[src/rtl/spi_pkg.sv]
// spi_pkg: types and defaults shared by the SPI master and slave.
package spi_pkg;
    localparam int SPI_DATA_W = 8;
    typedef enum logic {IDLE, SHIFT} spi_s_state_t;
endpackage

[src/rtl/spi_s_if.sv]
// spi_s_if: the four SPI wires plus the slave's miso output enable.
interface spi_s_if;
    logic sclk;
    logic ss_n;
    logic mosi;
    logic miso;
    logic miso_oe;
    modport master (output sclk, ss_n, mosi, input miso, miso_oe);
    modport slave (input sclk, ss_n, mosi, output miso, miso_oe);
endinterface

[src/rtl/spi_sync_edge.sv]
// spi_sync_edge: multi-flop synchronizer with rise/fall detection on the synced value.
module spi_sync_edge #(
    parameter int STAGES = 2
) (
    input  logic clk,
    input  logic rst,
    input  logic init,
    input  logic d,
    output logic rise,
    output logic fall
);
    logic [STAGES-1:0] sh;
    logic              prev;
    // Shift the async input in; reset to the line's idle level so no false edge follows reset.
    always_ff @(posedge clk) begin
        if (!rst) begin
            sh   <= {STAGES{init}};
            prev <= init;
        end else begin
            sh   <= {sh[STAGES-2:0], d};
            prev <= sh[STAGES-1];
        end
    end
    assign rise = sh[STAGES-1] & ~prev;
    assign fall = ~sh[STAGES-1] & prev;
endmodule

[src/rtl/spi_s.sv]
// spi_s: oversampling SPI slave supporting all four cpol/cpha modes.
module spi_s
    import spi_pkg::*;
#(
    parameter int DATA_W      = SPI_DATA_W,
    parameter int SYNC_STAGES = 2
) (
    input  logic              clk,
    input  logic              rst,
    spi_s_if.slave            spi,
    input  logic              cpol,
    input  logic              cpha,
    input  logic [DATA_W-1:0] din,
    output logic [DATA_W-1:0] dout,
    output logic              done,
    output logic              ready
);
    localparam int CNT_W = $clog2(DATA_W);
    spi_s_state_t      state, state_d;
    logic [DATA_W-1:0] tx_sh, rx_sh;
    logic [CNT_W-1:0]  bit_cnt;
    logic [SYNC_STAGES-1:0] mosi_sh;
    logic mosi_s, skip;
    logic sclk_rise, sclk_fall, ss_rise, ss_fall;
    logic lead, trail, sample, shift;

    spi_sync_edge #(.STAGES(SYNC_STAGES)) u_sclk (
        .clk(clk), .rst(rst), .init(cpol), .d(spi.sclk), .rise(sclk_rise), .fall(sclk_fall)
    );
    spi_sync_edge #(.STAGES(SYNC_STAGES)) u_ss (
        .clk(clk), .rst(rst), .init(1'b1), .d(spi.ss_n), .rise(ss_rise), .fall(ss_fall)
    );

    // mosi needs the same latency as sclk so data and its sampling edge stay aligned.
    always_ff @(posedge clk) begin
        if (!rst) mosi_sh <= '0;
        else      mosi_sh <= {mosi_sh[SYNC_STAGES-2:0], spi.mosi};
    end

    assign mosi_s   = mosi_sh[SYNC_STAGES-1];
    assign lead     = cpol ? sclk_fall : sclk_rise;
    assign trail    = cpol ? sclk_rise : sclk_fall;
    assign sample   = cpha ? trail : lead;
    assign shift    = cpha ? lead : trail;
    assign spi.miso = tx_sh[DATA_W-1];

    // Frame control: a synced ss_n fall opens a frame, a synced rise closes it.
    always_comb begin
        state_d = state;
        state_d = (state == IDLE && ss_fall) ? SHIFT : (state == SHIFT && ss_rise) ? IDLE : state;
    end

    // State register.
    always_ff @(posedge clk) begin
        if (!rst) state <= IDLE;
        else      state <= state_d;
    end

    // Datapath: skip swallows the first shift edge after a load so the loaded MSB stays on miso.
    always_ff @(posedge clk) begin
        if (!rst) begin
            tx_sh       <= '0;
            rx_sh       <= '0;
            bit_cnt     <= '0;
            skip        <= 1'b0;
            dout        <= '0;
            done        <= 1'b0;
            ready       <= 1'b1;
            spi.miso_oe <= 1'b0;
        end else begin
            done <= 1'b0;
            if (state == IDLE) begin
                if (ss_fall) begin
                    tx_sh       <= din;
                    bit_cnt     <= '0;
                    skip        <= cpha;
                    ready       <= 1'b0;
                    spi.miso_oe <= 1'b1;
                end
            end else begin
                if (sample) begin
                    rx_sh <= {rx_sh[DATA_W-2:0], mosi_s};
                    if (bit_cnt == CNT_W'(DATA_W - 1)) begin
                        dout    <= {rx_sh[DATA_W-2:0], mosi_s};
                        done    <= 1'b1;
                        bit_cnt <= '0;
                        tx_sh   <= din;
                        skip    <= 1'b1;
                    end else begin
                        bit_cnt <= bit_cnt + CNT_W'(1);
                    end
                end else if (shift) begin
                    if (skip) skip  <= 1'b0;
                    else      tx_sh <= {tx_sh[DATA_W-2:0], 1'b0};
                end
                if (ss_rise) begin
                    ready       <= 1'b1;
                    spi.miso_oe <= 1'b0;
                    bit_cnt     <= '0;
                end
            end
        end
    end
endmodule

[src/flat_wrapper.sv]
// flat-port wrapper written by rule: the top's interface ports become plain ports
module spi_s_flat import spi_pkg::*;
#(
    parameter int DATA_W      = SPI_DATA_W,
    parameter int SYNC_STAGES = 2
)
  (clk, rst, cpol, cpha, din, dout, done, ready, spi_sclk, spi_ss_n, spi_mosi, spi_miso, spi_miso_oe);
  spi_s_if spi_i ();
  input  logic clk;
  input  logic rst;
  input  logic cpol;
  input  logic cpha;
  input  logic [DATA_W-1:0] din;
  output logic [DATA_W-1:0] dout;
  output logic done;
  output logic ready;
  input wire logic [$bits(spi_i.sclk)-1:0] spi_sclk;
  input wire logic [$bits(spi_i.ss_n)-1:0] spi_ss_n;
  input wire logic [$bits(spi_i.mosi)-1:0] spi_mosi;
  output wire logic [$bits(spi_i.miso)-1:0] spi_miso;
  output wire logic [$bits(spi_i.miso_oe)-1:0] spi_miso_oe;
  assign spi_i.sclk = spi_sclk;
  assign spi_i.ss_n = spi_ss_n;
  assign spi_i.mosi = spi_mosi;
  assign spi_miso = spi_i.miso;
  assign spi_miso_oe = spi_i.miso_oe;
  spi_s #(.DATA_W(DATA_W), .SYNC_STAGES(SYNC_STAGES)) u_core (.clk(clk), .rst(rst), .spi(spi_i), .cpol(cpol), .cpha(cpha), .din(din), .dout(dout), .done(done), .ready(ready));
endmodule
[config.mk]
export PLATFORM = sky130hd
export DESIGN_NAME = spi_s_flat
export DESIGN_NICKNAME = d
export VERILOG_FILES = /design/src/rtl/spi_pkg.sv /design/src/rtl/spi_s_if.sv /design/src/rtl/spi_sync_edge.sv /design/src/rtl/spi_s.sv /design/src/flat_wrapper.sv
export SDC_FILE = /design/constraint.sdc
export NUM_CORES = 1
export LEC_CHECK = 0
export ABC_AREA = 1
export BUFFER_PORTS_ARGS = -buffer_cell sky130_fd_sc_hd__buf_2
export CORE_MARGIN = 8
export CORE_UTILIZATION = 55
export CTS_CLUSTER_DIAMETER = 40
export DETAILED_ROUTE_END_ITERATION = 16
export PLACE_DENSITY_LB_ADDON = 0.1
export SLEW_MARGIN = 20
export SYNTH_ARGS = -nofsm -noshare
export SYNTH_HDL_FRONTEND = slang
export SYNTH_SLANG_ARGS = --single-unit
[constraint.sdc]
create_clock -name clk -period 4.5 [get_ports clk]
set_clock_uncertainty 0.15 [all_clocks]
set_input_delay 0.45 -clock clk [delete_from_list [all_inputs] [get_ports clk]]
set_output_delay 0.45 -clock clk [all_outputs]
set_load 0.01 [all_outputs]
* Yosys cells after proc, flatten, opt, wreduce, memory -nomap -nowiden *
Cells that the tools add are included.

storage, ports and cells
  flip-flop bits (word level) = 39
  logic and storage cells = 72
  bits in writable memories = 0
  memories kept = 0
  input port bits = 15
  latch bits = 0
  ROM bits = 0
  output and inout port bits = 12

operators by class
  equality and inequality tests = 6
  reduce and logical (&&, ||, !) cells = 11
  bitwise gates (word level) = 9
  shifts and indexed selects = 0
  $add $sub $neg = 1
  order comparisons = 0
  divide/modulo/power cells = 0
  multiplexer cells = 31
  multipliers = 0

operator list
  kind                 count
  $mux 8               6
  $mux 1               19
  $mux 3               5
  $ne 3x3->1 const B   4
  $reduce_and 3->1     3
  $reduce_and 2->1     3
  $not 1->1            5
  $and 1x1->1          4
  $reduce_and 4->1     1
  $reduce_bool 2->1    2
  $add 3x1->3 const B  1
  $eq 3x3->1 const B   1
  $logic_and 1x1->1    2
  $mux 2               1
  $ne 2x2->1 const B   1

* Longest topological paths before layout *
Gate-level depths: netlist of the first run.

  depth after elaboration = 7
  mapped depth = 12
  depth with buffers taken out = 11

* Modules after synthesis *
A second synthesis of the first run with hierarchy kept.

second synthesis, totals
  cells, all modules = 239
  area total of the unflattened synthesis = 1705.4 µm²

modules (own cells, without submodules)
  module         times used  area an instance (µm²)  cells each
  spi_s          1           1490.2                  209
  spi_sync_edge  2           107.6                   15

* Least setup slack after synthesis of the first run *
No wires, ideal clock.

  kind = input -> register
  from = in cpha
  to = reg u_core.bit_cnt[0]
  stages on the path = 10
  setup slack = 2855 ps
  required time = 4226 ps
  buffers on the path = 1
  arrival = 1371 ps
  path through = inv_1 -> nand2_1 -> nand2_1 -> nand2_4 -> nand2_2 -> nand2_2 -> buf_6 -> nand3_1 -> o21ai_0 -> a21oi_1

between the ends
  word-level cells in the longest chain between the ends = 3

ends and longest elaborated chain
  what                               RTL line            source
  start: declaration                 flat_wrapper.sv:12  input logic cpha;
  $mux 1                             spi_s.sv:43         assign sample = cpha ? trail : lead;
  $ne 3x3->1 (no source line)        -
  $reduce_and 2->1 (no source line)  -
  end signal: assignment             spi_s.sv:90         bit_cnt <= bit_cnt + CNT_W'(1);
  end: declaration                   spi_s.sv:21         logic [CNT_W-1:0] bit_cnt;

Every way passes these cells.
A chain may end at the register's enable or synchronous reset.

* Final worst setup path of the first run *
  from = reg u_core.bit_cnt[0]
  to = reg u_core.tx_sh[4]

between the ends
  word-level cells in the longest chain between the ends = 3

ends and longest elaborated chain
  what                               RTL line     source
  $eq 3x3->1                         spi_s.sv:83  if (bit_cnt == CNT_W'(DATA_W - 1)) begin
  $ne 3x3->1 (no source line)        -
  $reduce_and 4->1 (no source line)  -
  end signal: assignment             spi_s.sv:74  tx_sh <= din;
  end signal: assignment             spi_s.sv:87  tx_sh <= din;
  end signal: assignment             spi_s.sv:94  else tx_sh <= {tx_sh[DATA_W-2:0], 1'b0};
  end: declaration                   spi_s.sv:20  logic [DATA_W-1:0] tx_sh, rx_sh;

Every way passes these cells.

==> qor.csv, run 1 <==
metric,value,unit
portion of netlist area occupied by mux cells,0,
met3 wirelength from detailed routing,187,um
die area,0.00509,mm^2
Initial DRT Pass Iterations,4,
maximum vdd ir drop,0.320,mV
MaxCap Viol Count,0,
portion of the post-synthesis area used by sequential elements,0.463,
global route overflow,0,
detailed placer's ending HPWL,2200,um
dpl cell area,0.00178,mm^2
number of failing hold endpoints at the final stage,0,
remaining routing DRC violations,0,
number of setup buffers added after CTS,0,
hold slack,133,ps
DR top layer,met4,
power share of the clock group,0.388,
count of pins on the block boundary,27,
post-synthesis net count,242,
element type at the critical path start,flop,
"Clk Latency, worst-skew pair",340,ps
clk buf depth,2,
number of antenna violations at the first check in global routing,0,
leakage power of the design,0.922,nW
synthesized-area fraction occupied by adder cells,0.0148,
Resized Gates After CTS,0,
share of total power in sequential cells,0.509,
number of H-tree branching levels,2,
setup total negative slack,0,ps
effective utilization at floorplan,0.566,
Rel. slew slack,0.662,
detailed-route wire length per cell,11.0,um
switch share,0.231,
share of layout cells above drive strength 1,0.185,
FF/Latch Area,781,um^2
Clock Pin Slew Worst Setup and Hold Paths,110,ps
Detail Route met2 WL,1330,um
peak clock frequency supported by timing,543,MHz
share of total power in combinational logic,0.103,
startpoint-to-endpoint class of the critical path,flop to flop,
cell count after synthesis,225,
"Setup violations, final",0,
top flip-flop cell by instance count after synthesis,sky130_fd_sc_hd__dfxtp_1,
area used by multi-input combinational logic,736,um^2
vias post-DR,1423,
global placement routability congestion,0.785,
total inserted antenna cells,0,
post-route cell area,0.00188,mm^2
post-synthesis cell type count,27,
largest net degree at the start of global routing,32,
ANT nets after route,0,
library cell with the highest instance count after synthesis,sky130_fd_sc_hd__nand2_1,
root buf cell,sky130_fd_sc_hd__clkbuf_4,
height of the die,71.4,um
Avg Inst Size Synth,7.50,um^2
outcome,completed,
post-synth top area share,0.463,
Power Internal,566,uW
number of global-route vias before repair,1211,
total net switching power,170,uW
power density of the placed cells,391,mW/mm^2
number of hold-repair buffers added at the cts stage,0,
XOR/XNOR share of the synthesized area,0.00519,
area of the core region,0.00298,mm^2
global-route wire length before repair,5260,um
dominant combinational cell family by area after synthesis,simple AND/OR/NAND/NOR gates,
final WL,3110,um
CTS tree,done,
number of enable-type register cells in the synthesized netlist,0,
number of flip-flops and latches in the synthesized netlist,39,
time the final worst path needs with I/O delays and setup,1840,ps
fin crit share,0.410,
Total Routing Usage GR,0.126,
DR iter-0 viols,115,
nets@finish,265,
number of fill cells,292,
Syn Std Cell Area,0.00169,mm^2
DR vias/cell,5.05,
final count of pins violating max slew,0,
unrepaired setup endpoints after global routing,no,
die span in x,71.4,um
list of most frequent post-synthesis cells,"52 x sky130_fd_sc_hd__nand2_1, 39 x sky130_fd_sc_hd__dfxtp_1, 22 x sky130_fd_sc_hd__nor2_1, 21 x sky130_fd_sc_hd__nand3_1",
"Warnings, synthesis",0,
arrival time of data at the critical path endpoint,1940,ps
fraction of the mapped netlist area in simple logic gates,0.308,
asr flop ratio synth,0,
port bufs,26,
library cell with the largest summed area after synthesis,sky130_fd_sc_hd__dfxtp_1,
transition time at the pin with the least slew margin,507,ps
clock tree sinks,39,
kind of end point of the critical path,flop,
signed area change from the synthesized netlist to the final layout,11.7,%
site row count,20,
required arrival time at the worst endpoint,4600,ps
ranking of synthesized cells by area,"sky130_fd_sc_hd__dfxtp_1 46%, sky130_fd_sc_hd__nand2_1 12%, sky130_fd_sc_hd__nand3_1 6.2%",
crit path max fanout,16,
clock buffers created by TritonCTS,5,
Compound-Gate Fraction of Synth Area,0.108,
sum of routed wire segments on met1,1540,um
worst hold-check path type,input pin to flop,
==> power by group through the flow <==
stage	clock (mW)	sequential, mW	combinational (mW)
after detailed placement	0	0.383	0.0759
after global routing	0.306	0.378	0.0871
after floorplan	0	0.380	0.0640
after global placement	0	0.382	0.0747
after CTS	0.292	0.375	0.0763
final	0.286	0.375	0.0757
==> stage by stage <==
stage | power (mW) | util | std cells | setup WS (ps)
after detailed placement | 0.459 | 0.599 | 274 | 2440
after CTS | 0.743 | 0.633 | 282 | 2660
final | 0.736 | 0.633 | 282 | 2660
after global placement | 0.457 | 0.599 | 274 | 2470
after global routing | 0.770 | 0.633 | 282 | 2480
after floorplan | 0.444 | - | 225 | 2850
==> sequential cells by signal (all words and copies together) (netlist names) <==
name,flops
u_core.dout,8
u_core.tx_sh,8
u_core.rx_sh,7
u_core.bit_cnt,3
u_core.mosi_sh,2
u_core.u_sclk.sh,2
u_core.u_ss.sh,2
u_core.done,1
u_core.ready,1
u_core.skip,1
u_core.spi.miso_oe,1
u_core.state,1
u_core.u_sclk.prev,1
u_core.u_ss.prev,1
==> cells in the final DEF, fill, tap and decap left out <==
master / synthesis / layout
sky130_fd_sc_hd__clkbuf_4: 0 / 5
sky130_fd_sc_hd__nand3_4: 1 / 1
sky130_fd_sc_hd__clkinv_1: 1 / 1
sky130_fd_sc_hd__ha_1: 2 / 2
sky130_fd_sc_hd__o21a_1: 1 / 1
sky130_fd_sc_hd__nand4_1: 7 / 7
sky130_fd_sc_hd__dfxtp_1: 39 / 39
sky130_fd_sc_hd__inv_2: 2 / 2
sky130_fd_sc_hd__nor3_1: 1 / 1
sky130_fd_sc_hd__nand3_2: 1 / 1
sky130_fd_sc_hd__inv_1: 20 / 20
sky130_fd_sc_hd__nand2_2: 3 / 3
sky130_fd_sc_hd__nand3_1: 21 / 21
sky130_fd_sc_hd__a21oi_1: 20 / 20
sky130_fd_sc_hd__buf_2: 2 / 26
sky130_fd_sc_hd__bufinv_16: 0 / 2
sky130_fd_sc_hd__nor2_1: 22 / 22
sky130_fd_sc_hd__clkbuf_1: 3 / 1
sky130_fd_sc_hd__nand2_4: 1 / 1
sky130_fd_sc_hd__nor2_2: 1 / 1
sky130_fd_sc_hd__o21ai_0: 15 / 15
sky130_fd_sc_hd__or2_2: 2 / 2
sky130_fd_sc_hd__xnor2_1: 1 / 1
sky130_fd_sc_hd__nand2_1: 52 / 52
sky130_fd_sc_hd__inv_6: 1 / 1
sky130_fd_sc_hd__nor2_4: 1 / 1
==> metal layers <==
metal | vias to the layer above | track usage
met4 | 0 | 0.0624
met2 | 25 | 0.189
li1 | 770 | -
met3 | 7 | 0.0432
met1 | 621 | 0.156
met5 | - | 0
==> area by class of cell <==
class | instances | area share
Sequential cell | 39 | 0.414
Multi-Input combinational cell | 152 | 0.390
Timing Repair Buffer | 26 | 0.0691
Inverter | 24 | 0.0505
Clock inverter | 2 | 0.0319
Clock buffer | 6 | 0.0219
Tap cell | 33 | 0.0219
==> worst paths after layout <==
path,from,end,slack [ps],cells after the start
min reg2reg,u_core.mosi_sh[0],u_core.mosi_sh[1],280,2
max,u_core.bit_cnt[0],u_core.tx_sh[4],2660,9
max reg2reg,u_core.bit_cnt[0],u_core.tx_sh[4],2660,9
min,spi_mosi,u_core.mosi_sh[0],130,3
==> worst max-delay path, stage by stage, from the launching register on <==
cell,delay [ps]
sky130_fd_sc_hd__dfxtp_1,380
sky130_fd_sc_hd__ha_1,160
sky130_fd_sc_hd__ha_1,350
sky130_fd_sc_hd__inv_1,90
sky130_fd_sc_hd__nand3_1,110
sky130_fd_sc_hd__nand2_1,70
sky130_fd_sc_hd__inv_2,210
sky130_fd_sc_hd__nand3_1,130
sky130_fd_sc_hd__nand2_1,70
sky130_fd_sc_hd__nor2_1,40
==> kinds of logic (layout without fill, tap and decap cells) <==
group | count (synthesis) | in the layout
AO/OA/AOI/OAI | 36 | 36
adder cells (fa/ha/maj) | 2 | 2
buffers and inverters | 34 | 58
flip-flops | 39 | 39
XOR/XNOR | 1 | 1
AND/OR/NAND/NOR | 113 | 113
(Power assumes the default switching activity.)
==> run 2: changes to the inputs <==
Clock period 4.5 ns to 1.8 ns, I/O delays scaled along.
==> run 2 against run 1 <==
Effect of this change:
- total power grew 120%
- global-route usage grew 2.0 points
- sequential cell count did not move
- count of clock-buffer cells in the layout up 1
- design area grew 6.5%
- first-iteration DRC count is 17% higher
- setup slack worse by 2600 ps
- critical path depth rose by 4
- cell count up 5.7%
- largest power group unchanged
==> qor.csv, run 2 (synthesis results as in run 1) <==
metric,value,unit,change
vias post-DR,1518,,+6.7%
number of global-route vias before repair,1420,,+17%
die span in x,71.4,um,unchanged
reg-to-reg setup timing slack,140,ps,-2520 ps
kind of end point of the critical path,flop,,
clock buffers created by TritonCTS,5,,unchanged
"Clk Latency, worst-skew pair",350,ps,about the same
Initial DRT Pass Iterations,4,,unchanged
port bufs,26,,unchanged
leakage power of the design,0.989,nW,+7.3%
CTS tree,done,,
fin crit share,0.962,,
count of pins on the block boundary,27,,unchanged
transition time at the pin with the least slew margin,282,ps,-224 ps
global route overflow,0,,unchanged
cell repeated most along the worst path,sky130_fd_sc_hd__nand2_2,,
Rel. slew slack,0.811,,+0.149
remaining routing DRC violations,0,,unchanged
most common library cell in the layout ignoring fill and taps,sky130_fd_sc_hd__nand2_1,,
"Setup violations, final",0,,unchanged
outcome,completed,,
MaxCap Viol Count,0,,unchanged
number of failing hold endpoints at the final stage,0,,unchanged
time the final worst path needs with I/O delays and setup,1730,ps,
most frequent cells in the layout,"48 x sky130_fd_sc_hd__nand2_1, 39 x sky130_fd_sc_hd__dfxtp_1, 26 x sky130_fd_sc_hd__buf_2",,
clock tree sinks,39,,unchanged
final WL,3530,um,+13%
height of the die,71.4,um,unchanged
global placement routability congestion,0.785,,about the same
number of antenna violations at the first check in global routing,0,,unchanged
die area,0.00509,mm^2,unchanged
largest net degree at the start of global routing,18,,-44%
required arrival time at the worst endpoint,1900,ps,-2700 ps
clk buf depth,2,,unchanged
signed area change from the synthesized netlist to the final layout,19.0,%,
area of the core region,0.00298,mm^2,unchanged
DR vias/cell,5.09,,+0.95%
top flop regs,"u_core.dout x8, u_core.tx_sh x8, u_core.rx_sh x7",,
worst min-delay path startpoint,rst,,
final count of pins violating max slew,0,,unchanged
number of fill cells,260,,-11%
crit-path max cell delay,520,ps,+140 ps
Clock Pin Slew Worst Setup and Hold Paths,110,ps,about the same
power density of the placed cells,796,mW/mm^2,+100%
site row count,20,,unchanged
element type at the critical path start,input pin,,
critical path startpoint,cpol,,
launching point of the worst reg2reg path,u_core.u_sclk.sh[1],,
hold slack,18.1,ps,-115 ps
worst hold-check path type,input pin to flop,,
root buf cell,sky130_fd_sc_hd__clkbuf_4,,
arrival time of data at the critical path endpoint,1840,ps,-100 ps
detailed-route wire length per cell,11.8,um,+7.3%
crit path max fanout,9,,-7
Total Routing Usage GR,0.146,,+0.0203
number of H-tree branching levels,2,,unchanged
ANT nets after route,0,,unchanged
peak clock frequency supported by timing,577,MHz,
Slowest cell on crit path,sky130_fd_sc_hd__dlygate4sd3_1,,
DR iter-0 viols,135,,+17%
startpoint-to-endpoint class of the critical path,input pin to flop,,
Pwr Total,1.60,mW,+120%
total inserted antenna cells,0,,unchanged
global-route wire length before repair,6040,um,+15%
maximum vdd ir drop,0.536,mV,+67%
share of layout cells above drive strength 1,0.234,,+0.0492
worst-path cell chain,dlygate4sd3_1 > buf_2 > inv_1 > nand2_2 > nand2_2 > nand2_4 > nand2_2 > nand3_2 > nand2_2 > buf_12 > inv_4 > a21oi_1 > nor2_1,,
nets@finish,281,,+6.0%
effective utilization at floorplan,0.566,,unchanged
detailed placer's ending HPWL,2390,um,+8.9%
[run 2: cell types whose count changed in the layout (fill, tap and decap cells not counted), sizes merged]
cell	previous run	this run
buf	26	36
dlygate4sd3	0	5
bufinv	2	0
clkinv	1	3
clkbuf	6	7
[run 2: path summary, 6_finish.rpt]
check                            to  cells after the start
hold / removal    u_core.mosi_sh[1]                      3
setup / recovery    u_core.tx_sh[2]                     13
hold reg to reg   u_core.mosi_sh[1]                      2
setup reg to reg    u_core.tx_sh[2]                     10
[run 2: final cells by class]
class                   instances  area [um^2]  area share
flip-flops and latches         39          781       0.389
multi-input cells             152          761       0.379
repair buffers                 41          268       0.133
inverters                      24          100      0.0499
clock buffers                   7         45.0      0.0224
well taps                      33         41.3      0.0206
repair inverters                1         6.26     0.00312
clock inverters                 1         5.00     0.00249
[run 2: per-layer routing]
layer	global-route usage	routed length, um	up-vias
li1	-	-	801
met1	0.172	1590	680
met2	0.230	1690	32
met3	0.0446	197	5
met4	0.0831	53	0
met5	0	0	-
[run 2: timing repair]
item | CTS | global route
endpoints found under the setup margin | 0 | 13
endpoints found under the hold margin | 5 | 0
hold buffers | 5 | 0
buffers inserted | 0 | 1
gates resized for setup | 0 | 10
[run 2: per-stage QoR]
step / util / instances / worst slack (ps) / area [um^2] / setup TNS, ps
after global routing: 0.674 / 298 / -35.9 / 2010 / -68.4
after floorplan: - / 225 / 179 / 1690 / 0
after detailed placement: 0.621 / 283 / 182 / 1850 / 0
after CTS: 0.655 / 296 / 19.0 / 1950 / 0
final: 0.674 / 298 / 68.1 / 2010 / 0
after global placement: 0.621 / 283 / 213 / 1850 / 0
[run 2: critical path, delay by kind of cell]
| kind | cells | cell delay (ps) |
|---|---|---|
| and+or+nand+nor | 7 | 630 |
| AOI/OAI and AO/OA | 1 | 140 |
| buffers and inverters | 5 | 890 |
[run 2: power breakdown]
group / total, mW / internal, mW / switching [mW]
sequential: 0.934 / 0.908 / 0.0262
clock: 0.426 / 0.152 / 0.273
combinational: 0.239 / 0.104 / 0.135
==> run 3: changes to the inputs <==
Settings changed: CELL_PAD_IN_SITES_DETAIL_PLACEMENT from default to 0, CELL_PAD_IN_SITES_GLOBAL_PLACEMENT from default to 1, CORE_UTILIZATION 55 to 40, GPL_TIMING_DRIVEN from default to 0.
Clock period 1.8 ns to 1.6 ns, I/O delays scaled along.
==> run 3 against run 2 <==
Effect of this change:
- non-clock buffer count grew 12
- critical endpoint is now u_core.u_sclk.sh[0]
- critical path depth shrank 8
- die area grew 29%
- global-route usage shrank 1.3 points
- utilization shrank 11 points
- clock power grew 48%
- setup slack gained 17 ps
==> qor.csv, run 3 (synthesis results as in run 1) <==
metric,value,unit,change
outcome,completed,,
clock tree sinks,39,,unchanged
dpl cells,301,,+6.4%
crit path max fanout,3,,-6
maximum vdd ir drop,0.523,mV,-2.4%
remaining routing DRC violations,0,,unchanged
worst hold-check path type,input pin to flop,,
fin crit share,0.947,,
vias post-DR,1544,,+1.7%
ANT nets after route,0,,unchanged
power density of the placed cells,883,mW/mm^2,+11%
time the final worst path needs with I/O delays and setup,1510,ps,
effective utilization at floorplan,0.419,,-0.148
largest net degree at the start of global routing,12,,-6
number of global-route vias before repair,1559,,+9.8%
number of fill cells,417,,+60%
die area,0.00655,mm^2,+29%
unrepaired setup endpoints after global routing,yes,,
kind of end point of the critical path,flop,,
most frequent cells in the layout,"51 x sky130_fd_sc_hd__nand2_1, 35 x sky130_fd_sc_hd__dfxtp_1, 26 x sky130_fd_sc_hd__buf_2",,
peak clock frequency supported by timing,660,MHz,
number of antenna violations at the first check in global routing,0,,unchanged
share of layout cells above drive strength 1,0.290,,+0.0559
element type at the critical path start,input pin,,
port bufs,26,,unchanged
total inserted antenna cells,0,,unchanged
Layout Cells excl Fill,326,,+9.4%
most common library cell in the layout ignoring fill and taps,sky130_fd_sc_hd__nand2_1,,
site row count,23,,+15%
clock buffers created by TritonCTS,5,,unchanged
top flop regs,"u_core.dout x8, u_core.tx_sh x8, u_core.rx_sh x7",,
leakage power of the design,1.09,nW,+10%
final count of pins violating max slew,0,,unchanged
height of the die,80.9,um,+13%
Pwr Total,2.00,mW,+25%
global route overflow,0,,unchanged
required arrival time at the worst endpoint,1620,ps,-280 ps
global placement routability congestion,0.775,,-1.2%
global-route wire length before repair,6950,um,+15%
post-route cell area,0.00226,mm^2,+13%
detailed-route wire length per cell,12.2,um,+3.2%
root buf cell,sky130_fd_sc_hd__clkbuf_8,,
signed area change from the synthesized netlist to the final layout,34.3,%,
Initial DRT Pass Iterations,4,,unchanged
"Setup violations, final",0,,unchanged
die span in x,80.9,um,+13%
transition time at the pin with the least slew margin,564,ps,+281 ps
startpoint-to-endpoint class of the critical path,input pin to flop,,
nets@finish,292,,+3.9%
Rel. slew slack,0.624,,-0.187
count of pins on the block boundary,27,,unchanged
final WL,3980,um,+13%
MaxCap Viol Count,0,,unchanged
arrival time of data at the critical path endpoint,1540,ps,-300 ps
CTS tree,done,,
detailed placer's ending HPWL,2590,um,+8.2%
DR iter-0 viols,85,,-37%
post-route core utilization,0.562,,-0.112
area of the core region,0.00403,mm^2,+35%
dpl cell area,0.00189,mm^2,+2.0%
Clock Pin Slew Worst Setup and Hold Paths,70,ps,-40 ps
DR vias/cell,4.74,,-7.0%
clk buf depth,2,,unchanged
"Clk Latency, worst-skew pair",290,ps,-60 ps
number of H-tree branching levels,2,,unchanged
number of failing hold endpoints at the final stage,0,,unchanged
Total Routing Usage GR,0.133,,-0.0135
## run 3: changes by cell type in the layout (fill, tap and decap cells not counted), sizes merged
cell / before / now
clkinv: 3 / 2
buf: 36 / 42
clkbuf: 7 / 13
## run 3: power by group
group,switching (mW),internal [mW]
Clock,0.325,0.306
Sequential,0.0321,1.02
Combinational,0.170,0.145
## run 3: through the flow
step                setup TNS, ps  hold WS, ps  setup WS [ps]
finish                          0         56.1           85.0
global route                -60.1          101          -24.5
CTS                             0         54.2           27.8
detailed placement          -1300          200           -126
global placement            -1210          195           -137
floorplan                       0          108           5.96
## run 3: final timing paths
path                             from                  end  slack, ps  cells after the start
setup / recovery                 cpol  u_core.u_sclk.sh[0]         90                      5
hold reg to reg     u_core.u_ss.sh[0]    u_core.u_ss.sh[1]        260                      1
hold / removal                 din[0]      u_core.tx_sh[0]         60                      5
setup reg to reg  u_core.u_sclk.sh[1]      u_core.tx_sh[6]         90                     10
## run 3: worst max-delay path: stages
cell	delay, ps
sky130_fd_sc_hd__buf_2	110
sky130_fd_sc_hd__dlygate4sd3_1	560
sky130_fd_sc_hd__nand2_1	110
sky130_fd_sc_hd__nand2_1	60
sky130_fd_sc_hd__dlygate4sd3_1	550
## run 3: routing by layer
metal  part of all wire  track usage  vias up
met5                  0            0        -
met4              0.010       0.0482        0
met3              0.039       0.0331        5
met2               0.47        0.221       20
met1               0.48        0.161      693
li1                   -            -      826
## run 3: timing repair
item	4_1_cts	5_1_grt
pin swaps	4	10
resized for setup	14	23
buffers inserted	7	3
setup endpoints to repair	19	20
cloned	1	2
hold buffers	5	0
hold endpoints to repair	4	0
## run 3: area by class of cell
class	count	area, um^2	share of cell area
Sequential cell	39	793	0.350
Clock buffer	7	76.3	0.0337
Clock inverter	1	5.00	0.00221
Timing Repair Buffer	44	317	0.140
Multi-Input combinational cell	152	828	0.366
Tap cell	50	62.6	0.0276
Buffer	9	82.6	0.0365
Inverter	24	100	0.0442
